File: config.mk
export PLATFORM = sky130hd
export DESIGN_NAME = cg_timer_compare
export DESIGN_NICKNAME = d
export VERILOG_FILES = /design/src/rtl/cg_timer_pkg.sv /design/src/rtl/cg_timer_compare.sv
export SDC_FILE = /design/constraint.sdc
export NUM_CORES = 1
export LEC_CHECK = 0
export CAP_MARGIN = 20
export CORE_MARGIN = 5
export CORE_UTILIZATION = 41
export CTS_CLUSTER_SIZE = 28
export DETAILED_ROUTE_END_ITERATION = 7
export PLACE_DENSITY = 0.86
export SYNTH_ARGS = -nofsm -noshare
export SYNTH_HDL_FRONTEND = slang
export SYNTH_SLANG_ARGS = --single-unit
File: constraint.sdc
create_clock -name i_clk -period 4.9 [get_ports i_clk]
set_input_delay 0.735 -clock i_clk [delete_from_list [all_inputs] [get_ports i_clk]]
set_output_delay 0.735 -clock i_clk [all_outputs]
set_load 0.05 [all_outputs]
File: src/rtl/cg_timer_pkg.sv
// Shared types and constants for the cg_timer compare/control stage.
package cg_timer_pkg;

    localparam int unsigned DEFAULT_WIDTH = 32;

    typedef enum logic [1:0] {
        ST_IDLE,
        ST_ARMED,
        ST_PENDING
    } state_t;

endpackage

File: src/rtl/cg_timer_compare.sv
// Compare/control stage for the free-running counter: one-shot and periodic timeouts with level IRQ.
// Optional overrun detection is built only when CG_TIMER_OVERRUN_EN is defined.
module cg_timer_compare
    import cg_timer_pkg::*;
#(
    parameter int unsigned DATA_WIDTH = DEFAULT_WIDTH
) (
    input  logic                  i_clk,
    input  logic                  i_rstn,
    input  logic [DATA_WIDTH-1:0] i_count,
    input  logic                  i_cfg_valid,
    output logic                  o_cfg_ready,
    input  logic [DATA_WIDTH-1:0] i_cfg_cmp,
    input  logic                  i_cfg_periodic,
    input  logic                  i_cancel,
    output logic                  o_prst,
    output logic                  o_stop,
    output logic [DATA_WIDTH-1:0] o_default,
    output logic                  o_irq,
    input  logic                  i_irq_ack,
    output logic                  o_overrun,
    output logic                  o_busy
);

    state_t                r_state;
    state_t                w_next_state;
    logic [DATA_WIDTH-1:0] r_cmp;
    logic                  r_periodic;
    logic                  r_irq;
    logic                  w_irq_next;
    logic                  w_match;
    logic                  w_accept;
`ifdef CG_TIMER_OVERRUN_EN
    logic                  r_overrun;
    logic                  w_set_ovr;
`endif

    assign w_match     = (i_count == r_cmp);
    assign o_cfg_ready = (r_state == ST_IDLE);
    assign w_accept    = i_cfg_valid & o_cfg_ready & ~i_cancel;
    assign o_default   = '0;
    assign o_irq       = r_irq;
    assign o_busy      = (r_state != ST_IDLE);

    always_comb begin
        w_next_state = r_state;
        w_irq_next   = r_irq;
        o_prst       = 1'b0;
        o_stop       = 1'b0;
`ifdef CG_TIMER_OVERRUN_EN
        w_set_ovr    = 1'b0;
`endif
        if (i_cancel) begin
            w_next_state = ST_IDLE;
            w_irq_next   = 1'b0;
            o_stop       = 1'b1;
        end else begin
            case (r_state)
                ST_IDLE: begin
                    if (w_accept) begin
                        o_prst       = 1'b1;
                        w_next_state = ST_ARMED;
                    end else begin
                        o_stop = 1'b1;
                    end
                end
                ST_ARMED: begin
                    if (w_match) begin
                        w_irq_next   = 1'b1;
                        w_next_state = ST_PENDING;
                        o_prst       = r_periodic;
                        o_stop       = ~r_periodic;
                    end
                end
                ST_PENDING: begin
                    if (!r_periodic) begin
                        // one-shot holds the counter frozen at the match value until acknowledged
                        o_stop = 1'b1;
                        if (i_irq_ack && r_irq) begin
                            w_irq_next   = 1'b0;
                            w_next_state = ST_IDLE;
                        end
                    end else begin
                        o_prst = w_match;
                        if (i_irq_ack && r_irq && !w_match) begin
                            w_irq_next   = 1'b0;
                            w_next_state = ST_ARMED;
                        end
`ifdef CG_TIMER_OVERRUN_EN
                        w_set_ovr = w_match & ~i_irq_ack;
`endif
                    end
                end
                default: w_next_state = ST_IDLE;
            endcase
        end
    end

    always_ff @(posedge i_clk or negedge i_rstn) begin
        if (!i_rstn) begin
            r_state    <= ST_IDLE;
            r_irq      <= 1'b0;
            r_cmp      <= '0;
            r_periodic <= 1'b0;
        end else begin
            r_state <= w_next_state;
            r_irq   <= w_irq_next;
            if (w_accept) begin
                r_cmp      <= i_cfg_cmp;
                r_periodic <= i_cfg_periodic;
            end
        end
    end

`ifdef CG_TIMER_OVERRUN_EN
    always_ff @(posedge i_clk or negedge i_rstn) begin
        if (!i_rstn) begin
            r_overrun <= 1'b0;
        end else if (w_accept) begin
            r_overrun <= 1'b0;
        end else if (w_set_ovr) begin
            r_overrun <= 1'b1;
        end
    end

    assign o_overrun = r_overrun;
`else
    assign o_overrun = 1'b0;
`endif

endmodule

==> results.json <==
{
  "outcome": "finished, final reports clean",
  "io_buffers": 74,
  "min_period_ns": 4.06,
  "antenna_left": 0,
  "slew_viol_final": 0,
  "yosys_warnings": 0,
  "gp_congestion": 0.781,
  "cts_max_level": 2,
  "synthCells": 184,
  "power.leakage_nw": 1.26,
  "synthesis.area_mm2": 0.00212,
  "hold_class": "reg -> reg",
  "dr.pass1.iters": 4,
  "wl_um": 4290,
  "ios": 108,
  "hold_viol": 0,
  "clkTransAtPathRegs_ns": 0.07,
  "crit_fanout": 5,
  "placed_cells": 325,
  "fin_cells": 333,
  "fillers": 452,
  "rsz0062_at_grt": "false",
  "viasPerCell": 4.55,
  "drtIter0Drc": 23,
  "wl_met2_um": 2010,
  "top_layer": "met4",
  "syn_avg_cell_area_um2": 11.5,
  "hpwl_um": 3470,
  "detail_route.wl_per_cell_um": 12.9,
  "cts_tree": "yes",
  "synth_area_leaders": "dfrtp_1 (42%), mux2_2 (18%), xor2_1 (13%), buf_4 (12%), ha_1 (2.9%)",
  "core_area_mm2": 0.00507,
  "clock_path_buffers": 2,
  "maxCapViolCount": 0,
  "crit_required_ns": 4.16,
  "post_cts_resized": 0,
  "worst_slack_ns": 0.844,
  "start_kind": "input pin",
  "p_per_area_mw_per_mm2": 454,
  "ys_types": 25,
  "final_core_util_pct": 57.3,
  "post_cts_buffers": 0,
  "numCtsBuffers": 5,
  "final-setup-viol-count": 0,
  "die_area_mm2": 0.00672,
  "skew_ns": 0.00614,
  "hold_buffers": 0,
  "vias": 1516,
  "rows": 26,
  "grt_pass1_wl_um": 7060,
  "async_flop_share_pct": 100,
  "cp-end-kind": "primary output",
  "die_h_um": 82.0,
  "place_ws_ns": 0.752,
  "drive_gt1_share_pct": 17.5,
  "vdd_drop_max_uv": 241,
  "grt_pass1_vias": 1565,
  "ys_ff_latch": 36,
  "tightest_slew_ns": 0.838,
  "wirelength_met1_um": 1600,
  "fin_crit_sh_pct": 82.8,
  "drc": 0,
  "grt_use_total_pct": 13.7,
  "yosysTopAreaCellShare_pct": 42.4,
  "cts_sinks": 36,
  "synthToLayoutAreaGrowth_pct": 36.9,
  "diodes": 0,
  "synth_edf_count": 0,
  "synth_flop_cell": "dfrtp_1",
  "yosysSeqAreaShare_pct": 42.4,
  "crit_type": "in -> out",
  "arrival_ns": 3.32,
  "slew_headroom_pct": 44.2,
  "grt-ovfl-total": 0,
  "initial_core_util_pct": 41.8,
  "root_buffer": "clkbuf_8",
  "die_width_um": 82.0,
  "antenna_found_initial": 0,
  "fmax_mhz": 247,
  "fin_nets": 337,
  "tns_ns": 0,
  "grt_max_degree": 37,
  "synth_top_cell_by_area": "dfrtp_1",
  "routed-wl-met3_um": 623,
  "clk_latency_ns": 0.29
}
## path summary, 6_finish.rpt
kind                         endpoint  slack, ns         from  depth (start not counted)
setup / recovery               o_prst       0.84  i_count[11]                          8
hold / removal              r_cmp[31]       0.53    r_cmp[31]                          1
setup reg to reg           r_state[0]       2.77    r_cmp[11]                          6
hold reg to reg             r_cmp[31]       0.53    r_cmp[31]                          1
max in group asynchronous   r_cmp[12]       3.83       i_rstn                          1
min in group asynchronous    r_cmp[2]       0.55       i_rstn                          1
## cells by family after synthesis
| group | synth area share [%] |
|---|---|
| AOI/OAI and AO/OA | 2.65 |
| xor gates and xnor gates | 13.2 |
| adders and majority gates | 2.95 |
| buffers and inverters | 13.3 |
| DFF | 42.4 |
| muxes | 19.5 |
| other | 0.177 |
| and+or+nand+nor | 5.83 |
## power breakdown
| group | total [mW] | switching (mW) | internal [mW] |
|---|---|---|---|
| logic | 0.554 | 0.267 | 0.287 |
| registers | 0.548 | 0.105 | 0.444 |
| clock network | 0.218 | 0.106 | 0.112 |
## layer usage
layer  vias up  GRT usage [%]
li1        710              -
met1       715           15.8
met2        85           22.5
met3         6           6.47
met4         0           4.49
met5         -              0
## worst max-delay path, cell delays in order
cell and delay, ns:
clkdlybuf4s50_1 0.41, xor2_1 0.14, nor4_1 0.35, nand4_1 0.17, nor2_2 0.25, nand3_1 0.11
a211oi_1 0.28, clkdlybuf4s50_1 0.86
## flip-flops by register name, indices dropped and copies added (netlist names)
name	count
r_state	2
o_irq	1
r_periodic	1
r_cmp	32
## synth_stat cells, types with 3 or more instances
library cell / instances
a21oi_1: 4
buf_4: 33
clkbuf_1: 3
dfrtp_1: 36
ha_1: 5
inv_1: 6
mux2_2: 34
nand2_1: 3
nor4_1: 8
xor2_1: 32
## per-stage QoR
step	cell area (um^2)	total power, mW	hold slack, ns
after floorplan	2240	0.971	0.439
after global placement	2820	1.09	0.508
after detailed placement	2820	1.11	0.515
after CTS	2910	1.34	0.532
after global routing	2910	1.42	0.552
final	2910	1.32	0.528
## cells in the final DEF (no fill, tap or decap)
cell type,Yosys,final
clkdlybuf4s50_1,0,73
dfrtp_1,36,36
mux2_2,34,34
conb_1,1,33
xor2_1,32,32
nor4_1,8,8
inv_1,6,6
clkbuf_8,0,6
ha_1,5,5
a21oi_1,4,4
nand2_1,3,3
nand4_1,2,2
nor2_1,2,2
a211oi_1,2,2
nand2b_1,2,2
mux2i_1,2,2
clkinv_2,0,2
nor2_2,1,1
o31ai_1,1,1
nand3b_1,1,1
nand3_1,1,1
o21ai_0,1,1
or2_2,1,1
a221oi_1,1,1
nor3_1,1,1
mux2_1,1,1
buf_2,0,1
buf_4,33,1
## area by class of cell
cell class | count | area, um^2 | area share [%]
Clock buffer | 6 | 82.6 | 2.84
Clock inverter | 2 | 10.0 | 0.344
Inverter | 6 | 22.5 | 0.775
Multi-Input combinational cell | 138 | 1060 | 36.5
Sequential cell | 36 | 901 | 31.0
Tap cell | 70 | 87.6 | 3.01
Timing Repair Buffer | 75 | 743 | 25.6
No activity file was read; power rests on OpenSTA's default activity.
